`src/rtl/la_capture_wb_if.sv`:
```
`default_nettype none
// ============================================================================
// Module      : la_capture_wb_if
// Description : Wishbone slave-side signal bundle for the LA capture block.
//               slave  modport: strobe/cycle/we/sel/data/address in,
//                               ack/read data out.
//               master modport: the mirror image, for the bus owner.
// Revision    : 1.0 - initial release
// ============================================================================
interface la_capture_wb_if;
    logic        wbs_stb_i;
    logic        wbs_cyc_i;
    logic        wbs_we_i;
    logic [3:0]  wbs_sel_i;
    logic [31:0] wbs_dat_i;
    logic [31:0] wbs_adr_i;
    logic        wbs_ack_o;
    logic [31:0] wbs_dat_o;

    modport slave (
        input  wbs_stb_i, wbs_cyc_i, wbs_we_i, wbs_sel_i, wbs_dat_i, wbs_adr_i,
        output wbs_ack_o, wbs_dat_o
    );

    modport master (
        output wbs_stb_i, wbs_cyc_i, wbs_we_i, wbs_sel_i, wbs_dat_i, wbs_adr_i,
        input  wbs_ack_o, wbs_dat_o
    );
endinterface
`default_nettype wire

```
`src/rtl/la_capture_wb.sv`:
```
`default_nettype none
// ============================================================================
// Module      : la_capture_wb
// Description : Inbound logic-analyzer block on the Wishbone bus. Routes
//               la_data_in to the selected team slot (1-cycle registered) and
//               captures 128-bit samples into a FIFO that firmware drains as
//               four 32-bit DATA words (a DATA3 read pops the head).
// Ports       : wb_clk_i / wb_rst_i  - clock, synchronous active-high reset
//               wb (slave modport)   - Wishbone slave signals
//               la_data_in           - 128-bit LA data from management core
//               designs_la_data_in_flat - per-team LA input, slot k at
//                                      [128k+127:128k]
//               IRQ                  - interrupt level
// Options     : define LA_CAPTURE_IRQ_EN to build the IRQ logic; otherwise
//               IRQ is tied low.
// Revision    : 1.0 - initial release
// ============================================================================
module la_capture_wb #(
    parameter int NUM_TEAMS  = 12,
    parameter int FIFO_DEPTH = 8,
    parameter int DIV_WIDTH  = 16
) (
    input  logic                          wb_clk_i,
    input  logic                          wb_rst_i,
    la_capture_wb_if.slave                wb,
    input  logic [127:0]                  la_data_in,
    output logic [128*(NUM_TEAMS+1)-1:0]  designs_la_data_in_flat,
    output logic                          IRQ
);

    localparam int c_SLOTS = NUM_TEAMS + 1;
    localparam int c_SEL_W = $clog2(c_SLOTS);
    localparam int c_PTR_W = $clog2(FIFO_DEPTH);
    localparam int c_CNT_W = c_PTR_W + 1;

    typedef enum logic [1:0] {
        S_IDLE    = 2'd0,
        S_CAPTURE = 2'd1,
        S_DONE    = 2'd2
    } state_t;

    logic                   r_ack;
    logic [c_SEL_W-1:0]     r_sel;
    logic                   r_cont;
    logic [DIV_WIDTH-1:0]   r_div;
    state_t                 r_state;
    logic [DIV_WIDTH-1:0]   r_smp_cnt;
    logic [127:0]           r_mem [FIFO_DEPTH];
    logic [c_PTR_W-1:0]     r_wr_ptr;
    logic [c_PTR_W-1:0]     r_rd_ptr;
    logic [c_CNT_W-1:0]     r_count;
    logic                   r_ovf;
    logic [128*c_SLOTS-1:0] r_flat;

    logic        w_req, w_wr, w_rd, w_ctrl_wr, w_arm, w_flush;
    logic [2:0]  w_addr;
    logic        w_empty, w_full, w_pop, w_tick, w_push, w_drop;
    logic [7:0]  w_count8;
    logic [127:0] w_head;
    logic [31:0] w_rdata;
    logic        w_unused;

    // Bus accesses take effect in the cycle the registered ack is high.
    assign w_req     = wb.wbs_cyc_i & wb.wbs_stb_i;
    assign w_addr    = wb.wbs_adr_i[4:2];
    assign w_wr      = r_ack & w_req & wb.wbs_we_i;
    assign w_rd      = r_ack & w_req & ~wb.wbs_we_i;
    assign w_ctrl_wr = w_wr && (w_addr == 3'd1) && wb.wbs_sel_i[0];
    assign w_arm     = w_ctrl_wr & wb.wbs_dat_i[0];
    assign w_flush   = w_ctrl_wr & wb.wbs_dat_i[2];

    assign w_empty  = (r_count == '0);
    assign w_full   = (r_count == c_CNT_W'(FIFO_DEPTH));
    assign w_pop    = w_rd && (w_addr == 3'd7) && !w_empty;
    assign w_tick   = (r_state == S_CAPTURE) && (r_smp_cnt == r_div);
    // A pop in the same cycle frees the slot, so a full FIFO still accepts.
    assign w_push   = w_tick && (!w_full || w_pop);
    assign w_drop   = w_tick && w_full && !w_pop;
    assign w_count8 = 8'(r_count);
    assign w_head   = r_mem[r_rd_ptr];

    assign w_unused = ^{wb.wbs_adr_i[31:5], wb.wbs_adr_i[1:0], wb.wbs_dat_i[31:16]};

    // Handshake and configuration registers
    always_ff @(posedge wb_clk_i) begin
        if (wb_rst_i) begin
            r_ack  <= 1'b0;
            r_sel  <= '0;
            r_cont <= 1'b0;
            r_div  <= '0;
        end else begin
            r_ack <= w_req & ~r_ack;
            if (w_wr && (w_addr == 3'd0) && wb.wbs_sel_i[0])
                r_sel <= wb.wbs_dat_i[c_SEL_W-1:0];
            if (w_ctrl_wr)
                r_cont <= wb.wbs_dat_i[1];
            if (w_wr && (w_addr == 3'd3)) begin
                for (int b = 0; b < DIV_WIDTH; b++)
                    if (wb.wbs_sel_i[b/8])
                        r_div[b] <= wb.wbs_dat_i[b];
            end
        end
    end

    // Capture FSM; FLUSH overrides everything else.
    always_ff @(posedge wb_clk_i) begin
        if (wb_rst_i) begin
            r_state   <= S_IDLE;
            r_smp_cnt <= '0;
        end else if (w_flush) begin
            r_state   <= S_IDLE;
            r_smp_cnt <= '0;
        end else begin
            case (r_state)
                S_IDLE, S_DONE: begin
                    if (w_arm) begin
                        r_state   <= S_CAPTURE;
                        r_smp_cnt <= '0;
                    end
                end
                S_CAPTURE: begin
                    r_smp_cnt <= w_tick ? '0 : r_smp_cnt + 1'b1;
                    // One-shot ends on the push that fills the FIFO.
                    if (w_push && !r_cont && !w_pop &&
                        (r_count == c_CNT_W'(FIFO_DEPTH - 1)))
                        r_state <= S_DONE;
                end
                default: r_state <= S_IDLE;
            endcase
        end
    end

    // Capture FIFO
    always_ff @(posedge wb_clk_i) begin
        if (wb_rst_i) begin
            r_wr_ptr <= '0;
            r_rd_ptr <= '0;
            r_count  <= '0;
            r_ovf    <= 1'b0;
            for (int i = 0; i < FIFO_DEPTH; i++)
                r_mem[i] <= '0;
        end else if (w_flush) begin
            r_wr_ptr <= '0;
            r_rd_ptr <= '0;
            r_count  <= '0;
            r_ovf    <= 1'b0;
        end else begin
            if (w_push) begin
                r_mem[r_wr_ptr] <= la_data_in;
                r_wr_ptr        <= r_wr_ptr + 1'b1;
            end
            if (w_pop)
                r_rd_ptr <= r_rd_ptr + 1'b1;
            if (w_push && !w_pop)
                r_count <= r_count + 1'b1;
            else if (w_pop && !w_push)
                r_count <= r_count - 1'b1;
            if (w_drop)
                r_ovf <= 1'b1;
        end
    end

    // Team routing: one registered copy per slot, out-of-range SEL matches none.
    always_ff @(posedge wb_clk_i) begin
        if (wb_rst_i) begin
            r_flat <= '0;
        end else begin
            for (int k = 0; k < c_SLOTS; k++)
                r_flat[128*k +: 128] <= (r_sel == c_SEL_W'(k)) ? la_data_in : 128'd0;
        end
    end
    assign designs_la_data_in_flat = r_flat;

    // Read data mux
    always_comb begin
        w_rdata = '0;
        case (w_addr)
            3'd0: w_rdata[c_SEL_W-1:0] = r_sel;
            3'd1: w_rdata[1] = r_cont;
            3'd2: w_rdata = {16'h0, w_count8, 2'b00, r_state, 1'b0, r_ovf, w_full, w_empty};
            3'd3: w_rdata[DIV_WIDTH-1:0] = r_div;
            default: begin
                if (!w_empty)
                    w_rdata = w_head[{w_addr[1:0], 5'd0} +: 32];
            end
        endcase
    end

    assign wb.wbs_ack_o = r_ack;
    assign wb.wbs_dat_o = w_rd ? w_rdata : 32'd0;

`ifdef LA_CAPTURE_IRQ_EN
    logic r_irq;
    always_ff @(posedge wb_clk_i) begin
        if (wb_rst_i)
            r_irq <= 1'b0;
        else
            r_irq <= (r_state == S_DONE) || r_ovf;
    end
    assign IRQ = r_irq;
`else
    assign IRQ = 1'b0;
`endif

endmodule
`default_nettype wire

```
`src/flat_wrapper.sv`:
```
// flat-port wrapper written by rule: the top's interface ports become plain ports
module la_capture_wb_flat 
#(
    parameter int NUM_TEAMS  = 12,
    parameter int FIFO_DEPTH = 8,
    parameter int DIV_WIDTH  = 16
)
  (wb_clk_i, wb_rst_i, la_data_in, designs_la_data_in_flat, IRQ, wb_wbs_stb_i, wb_wbs_cyc_i, wb_wbs_we_i, wb_wbs_sel_i, wb_wbs_dat_i, wb_wbs_adr_i, wb_wbs_ack_o, wb_wbs_dat_o);
  la_capture_wb_if wb_i ();
  input  logic wb_clk_i;
  input  logic wb_rst_i;
  input  logic [127:0] la_data_in;
  output logic [128*(NUM_TEAMS+1)-1:0] designs_la_data_in_flat;
  output logic IRQ;
  input wire logic [$bits(wb_i.wbs_stb_i)-1:0] wb_wbs_stb_i;
  input wire logic [$bits(wb_i.wbs_cyc_i)-1:0] wb_wbs_cyc_i;
  input wire logic [$bits(wb_i.wbs_we_i)-1:0] wb_wbs_we_i;
  input wire logic [$bits(wb_i.wbs_sel_i)-1:0] wb_wbs_sel_i;
  input wire logic [$bits(wb_i.wbs_dat_i)-1:0] wb_wbs_dat_i;
  input wire logic [$bits(wb_i.wbs_adr_i)-1:0] wb_wbs_adr_i;
  output wire logic [$bits(wb_i.wbs_ack_o)-1:0] wb_wbs_ack_o;
  output wire logic [$bits(wb_i.wbs_dat_o)-1:0] wb_wbs_dat_o;
  assign wb_i.wbs_stb_i = wb_wbs_stb_i;
  assign wb_i.wbs_cyc_i = wb_wbs_cyc_i;
  assign wb_i.wbs_we_i = wb_wbs_we_i;
  assign wb_i.wbs_sel_i = wb_wbs_sel_i;
  assign wb_i.wbs_dat_i = wb_wbs_dat_i;
  assign wb_i.wbs_adr_i = wb_wbs_adr_i;
  assign wb_wbs_ack_o = wb_i.wbs_ack_o;
  assign wb_wbs_dat_o = wb_i.wbs_dat_o;
  la_capture_wb #(.NUM_TEAMS(NUM_TEAMS), .FIFO_DEPTH(FIFO_DEPTH), .DIV_WIDTH(DIV_WIDTH)) u_core (.wb_clk_i(wb_clk_i), .wb_rst_i(wb_rst_i), .wb(wb_i), .la_data_in(la_data_in), .designs_la_data_in_flat(designs_la_data_in_flat), .IRQ(IRQ));
endmodule
```
`config.mk`:
```
export PLATFORM = sky130hd
export DESIGN_NAME = la_capture_wb_flat
export DESIGN_NICKNAME = d
export VERILOG_FILES = /design/src/rtl/la_capture_wb_if.sv /design/src/rtl/la_capture_wb.sv /design/src/flat_wrapper.sv
export SDC_FILE = /design/constraint.sdc
export NUM_CORES = 2
export LEC_CHECK = 0
export BUFFER_PORTS_ARGS = -buffer_cell sky130_fd_sc_hd__buf_2
export CORE_AREA = 3 3 735 737
export CTS_BUF_LIST = sky130_fd_sc_hd__clkbuf_8
export DETAILED_ROUTE_END_ITERATION = 12
export DIE_AREA = 0 0 738 740
export PLACE_DENSITY_LB_ADDON = 0.12
export SLEW_MARGIN = 20
export SYNTH_ARGS = -nofsm -noshare
export SYNTH_HDL_FRONTEND = slang
export SYNTH_SLANG_ARGS = --single-unit
```
`constraint.sdc`:
```
create_clock -name wb_clk_i -period 9.9 [get_ports wb_clk_i]
set_input_delay 0.99 -clock wb_clk_i [delete_from_list [all_inputs] [get_ports wb_clk_i]]
set_output_delay 0.99 -clock wb_clk_i [all_outputs]
set_load 0.005 [all_outputs]
```
-- Word-level counts from Yosys, hierarchy flattened
Memories as Yosys holds them, arrays and structs flattened. A register that Yosys moved wholly into a read port is not among the register bits.
Cells that the tools add are included.
- $add $sub $neg: 5
- eq/ne operators: 23
- shifts and indexed selects: 1
- muxes and demuxes: 26
- bitwise gates (word level): 22
- reduce and logical (&&, ||, !) cells: 50
- operators with widths (cell ; number):
    $mux 128 ; 1
    $reduce_or 128->1 ; 1
    $shiftx 128x8->32 ; 1
    $mux 32 ; 2
    $mux 16 ; 3
    $pmux 12 s3 ; 1
    $pmux 16 s2 ; 1
    $reduce_or 2->1 ; 16
    $eq 4x4->1 const B ; 6
    $eq 4x3->1 const B ; 5
    $add 16x1->16 const B ; 1
    $eq 16x16->1 ; 1
    $logic_and 1x1->1 ; 16
    $not 1->1 ; 15
    $mux 3 ; 3
    $eq 4x2->1 const B ; 2
    $logic_not 4->1 ; 2
    $mux 4 ; 2
    $pmux 1 s4 ; 2
    $pmux 2 s4 ; 1
    $reduce_and 2->1 ; 4
    $and 1x1->1 ; 7
    $mux 1 ; 7
    $add 3x1->3 const B ; 2
    18 further kinds ; 25
- register bits after elaboration: 1715
- bits in writable memories: 1024
- bits of input ports: 201
- logic and storage cells: 152
- memories kept: 1
- memory list (memory ; depth ; width ; read ports ; clocked after memory_dff ; wr ports ; RTL line ; RTL):
    u_core.r_mem ; 8 ; 128 ; 1 ; 1 ; 8 ; la_capture_wb.sv:48 ; logic [127:0] r_mem [FIFO_DEPTH];

-- Longest topological paths before layout
- depth in word-level cells: 13
- gate-level depth with buffers: 12
- mapped depth without buffers: 12

-- Least setup slack after synthesis
OpenSTA, ideal clock, no wires.
- path type: input port to flip-flop
- start: in wb_wbs_cyc_i
- end: mem u_core.r_mem[6][0] (enable)
- setup time: 433 ps
- data arrival time: 4331 ps
- required time: 9467 ps
- setup slack: 5135 ps
- cell stages on the path: 8
- cells stage by stage: nand3_1 > or2_2 > o211a_1 > or4_1 > buf_6 > nor3_2 > buf_2 > or2_2
- RTL lines (what ; RTL line ; RTL):
    start, declared ; flat_wrapper.sv:16 ; input wire logic [$bits(wb_i.wbs_cyc_i)-1:0] wb_wbs_cyc_i;
    end, declared ; la_capture_wb.sv:48 ;

==> out/qor.csv <==
metric,value,unit
setup_viol,0,
hold_violations,0,
initial_core_util,17.6,%
clk_latency,1.22,ns
path_max_fanout,63,
gp_congestion,0.743,
yosys_most_used_dff,dfxtp_1,
cts.path.max_buffers,4,
outcome,completed,
routedWlPerCell,27.5,um
drtIter0Drc,4172,
area_delta_synth_final,29.3,%
grt_overflow_total,0,
netSwitchingFraction,24.8,%
cts.repair.resized,0,
synth_most_common_cell,and2_1,
synth_common_cells,"and2_1 (2,690), dfxtp_1 (1,718), edfxtp_1 (1,024)",
synth-edff-count,1024,
holdPathStages,5,
synth_top_area_cell,dfxtp_1,
fin_crit,6.11,ns
instances_no_fill,16200,
drc,0,
drive_gt1_share,32.5,%
ys_async_sr_fraction,0,%
rsz0062_at_grt,no,
cts_root_buf,clkbuf_8,
fin_skew,0.0887,ns
min_path_type,input pin to flop,
drv_cap,0,
coreArea,0.533,mm2
p_int,18.0,mW
h-tree-depth,6,
dr.pass1.iters,5,
clock.fmax,164,MHz
ir_worst_vdd,0.133,mV
ys_ff_latch,2742,
power_frac_seq,49.7,%
grt_max_degree,129,
rows,268,
crit_required,8.91,ns
fin_crit_sh,61.7,%
path_clk_slew,0.06,ns
syn_inst,6869,
numCtsBuffers,541,
die-area,0.546,mm2
wl,446000,um
post_cts_buffers,0,
synth_area_leaders,"dfxtp_1 (37%), edfxtp_1 (33%), and2_1 (18%), mux4_2 (5.9%), clkbuf_1 (2.0%)",
synth_fp_nets,7077,
pwr-share-comb,3.1,%
place_hpwl,285000,um
crit_path_start_kind,flop,
reg2reg_slack,5.22,ns
fin_tns_setup,0,ns
crit_end,wb_wbs_dat_o[15],
die_h,740,um
synth.distinct_cells,52,
p_clk_share,47.2,%
netlist.area_leader.share,36.6,%
worst-r2r-cell-count,8,
r2r_end,u_core.r_mem[5][55]$_SDFFCE_PN0P_,
final_antenna_net_count,0,
rr_startpoint,u_core.r_smp_cnt[3]$_SDFFE_PP0P_,
power_density,197,mW/mm2
grt_pass1_wl,585000,um
synth_area,0.0939,mm2
clock_sinks,2742,
worstSetupEndpointType,output port,
drv_slew,0,
avgSynthCellArea,13.7,um2
slew_headroom,21.0,%
antenna_found_initial,139,
leakage,52.2,nW
path_class,flop to output port,
cp.arrival,5.12,ns
cts_tree,done,
vias,59500,
io_pins,1899,
switchingPower,5.93,mW
grt_usage,15.7,%
place_inst,15200,
io_buffers,1850,
via_per_inst,3.66,
fin_nets,8962,
ys_seq_area_share,69.4,%
worst_pin_slew,1.19,ns
dieWidth,738,um
ys_warn_count,0,
grt_pass1_vias,62000,
[per-stage QoR]
step	area, um2	utilization [%]	total power [mW]	setup slack [ns]	hold slack (ns)
detailed placement	111000	20.8	12.9	4.32	0.468
floorplan	93900	-	12.4	5.14	0.433
finish	121000	22.8	23.9	3.79	0.272
CTS	121000	22.7	24.5	3.27	0.0303
global placement	111000	20.7	12.9	4.36	0.458
global route	121000	22.7	25.0	3.33	0.171
[layer usage]
| layer | global-route usage (%) | up-vias | part of all wire (%) |
|---|---|---|---|
| met5 | 0 | - | 0.010 |
| met2 | 27.4 | 2425 | 49 |
| met3 | 4.70 | 556 | 8.4 |
| met1 | 18.7 | 29900 | 40 |
| met4 | 4.15 | 6 | 2.4 |
| li1 | - | 26600 | - |
[repair_timing]
action	4_1_cts	5_1_grt
endpoints found under the setup margin	0	0
hold buffers	18	0
endpoints found under the hold margin	23	0
[worst max-delay path, stage by stage, from the launching register on]
cell and delay (ns):
dfxtp_4 0.81, buf_12 0.37, buf_16 0.44, mux4_2 0.59
a22oi_1 0.35, nand4_1 0.64, a22o_1 0.47, buf_2 0.14
[worst min path at each step]
stage,startpoint,to,slack [ns]
4_1_cts,wb_wbs_sel_i[0],u_core.r_cont$_SDFFE_PP0N_,0.03
3_5_place_dp,u_core.r_ovf$_SDFFE_PP0P_,u_core.r_ovf$_SDFFE_PP0P_,0.47
3_3_place_gp,u_core.wb.wbs_ack_o$_SDFF_PP0_,u_core.wb.wbs_ack_o$_SDFF_PP0_,0.46
6_report,wb_wbs_sel_i[0],u_core.r_cont$_SDFFE_PP0N_,0.27
5_1_grt,wb_wbs_sel_i[0],u_core.r_cont$_SDFFE_PP0N_,0.17
2_1_floorplan,u_core.r_ovf$_SDFFE_PP0P_,u_core.r_ovf$_SDFFE_PP0P_,0.43
[sequential cells by signal (all words and copies together) (netlist names), named ones only]
signal,flops
u_core.designs_la_data_in_flat,1664
u_core.r_cont,1
u_core.r_count,4
u_core.r_div,16
u_core.r_mem,1024
u_core.r_ovf,1
u_core.r_rd_ptr,3
u_core.r_sel,4
u_core.r_smp_cnt,16
u_core.r_state,2
u_core.r_wr_ptr,3
u_core.wb.wbs_ack_o,1
[logic make-up (layout without fill, tap and decap cells)]
| group | count (synthesis) | in the layout | share of synthesized area (%) |
|---|---|---|---|
| adder cells (fa/ha/maj) | 7 | 7 | 0.101 |
| AO/OA/AOI/OAI | 156 | 156 | 1.16 |
| XOR/XNOR | 36 | 36 | 0.336 |
| flip-flops | 2742 | 2742 | 69.4 |
| AND/OR/NAND/NOR | 2913 | 2913 | 19.1 |
| other | 1 | 82 | 0.00399 |
| buffers and inverters | 656 | 2914 | 2.80 |
| multiplexers | 358 | 358 | 7.12 |
[cells in the final DEF (no fill, tap or decap), types with 18 or more instances in the layout]
cell              n
mux2i_1         108
dlygate4sd3_1    18
clkinv_1         27
a22oi_1          68
buf_4           101
o21ai_0          18
dfxtp_1        1716
diode_2          81
inv_1           185
clkinv_2         30
mux4_2          248
o22ai_1          33
clkbuf_8        616
edfxtp_1       1024
and2_1         2690
buf_12           19
xnor2_1          21
nor2_1           95
buf_2          1850
nand2_1          26
nand3_1          21
[power groups by stage]
stage | registers, mW | clock network [mW] | logic (mW)
final | 11.9 | 11.3 | 0.745
after CTS | 11.9 | 11.8 | 0.800
after detailed placement | 12.1 | 0 | 0.794
after global routing | 11.9 | 12.3 | 0.799
after global placement | 12.1 | 0 | 0.789
after floorplan | 12.1 | 0 | 0.257
[layout make-up]
| type | count | area, um2 |
|---|---|---|
| diodes | 81 | 203 |
| multi-input cells | 3471 | 26300 |
| repair buffers | 1989 | 10600 |
| fillers | 56800 | 412000 |
| clock inverters | 300 | 1910 |
| well taps | 7020 | 8780 |
| flip-flops and latches | 2742 | 65200 |
| clock buffers | 616 | 8480 |
| inverters | 9 | 36.3 |
No activity file was read; power rests on OpenSTA's default activity.
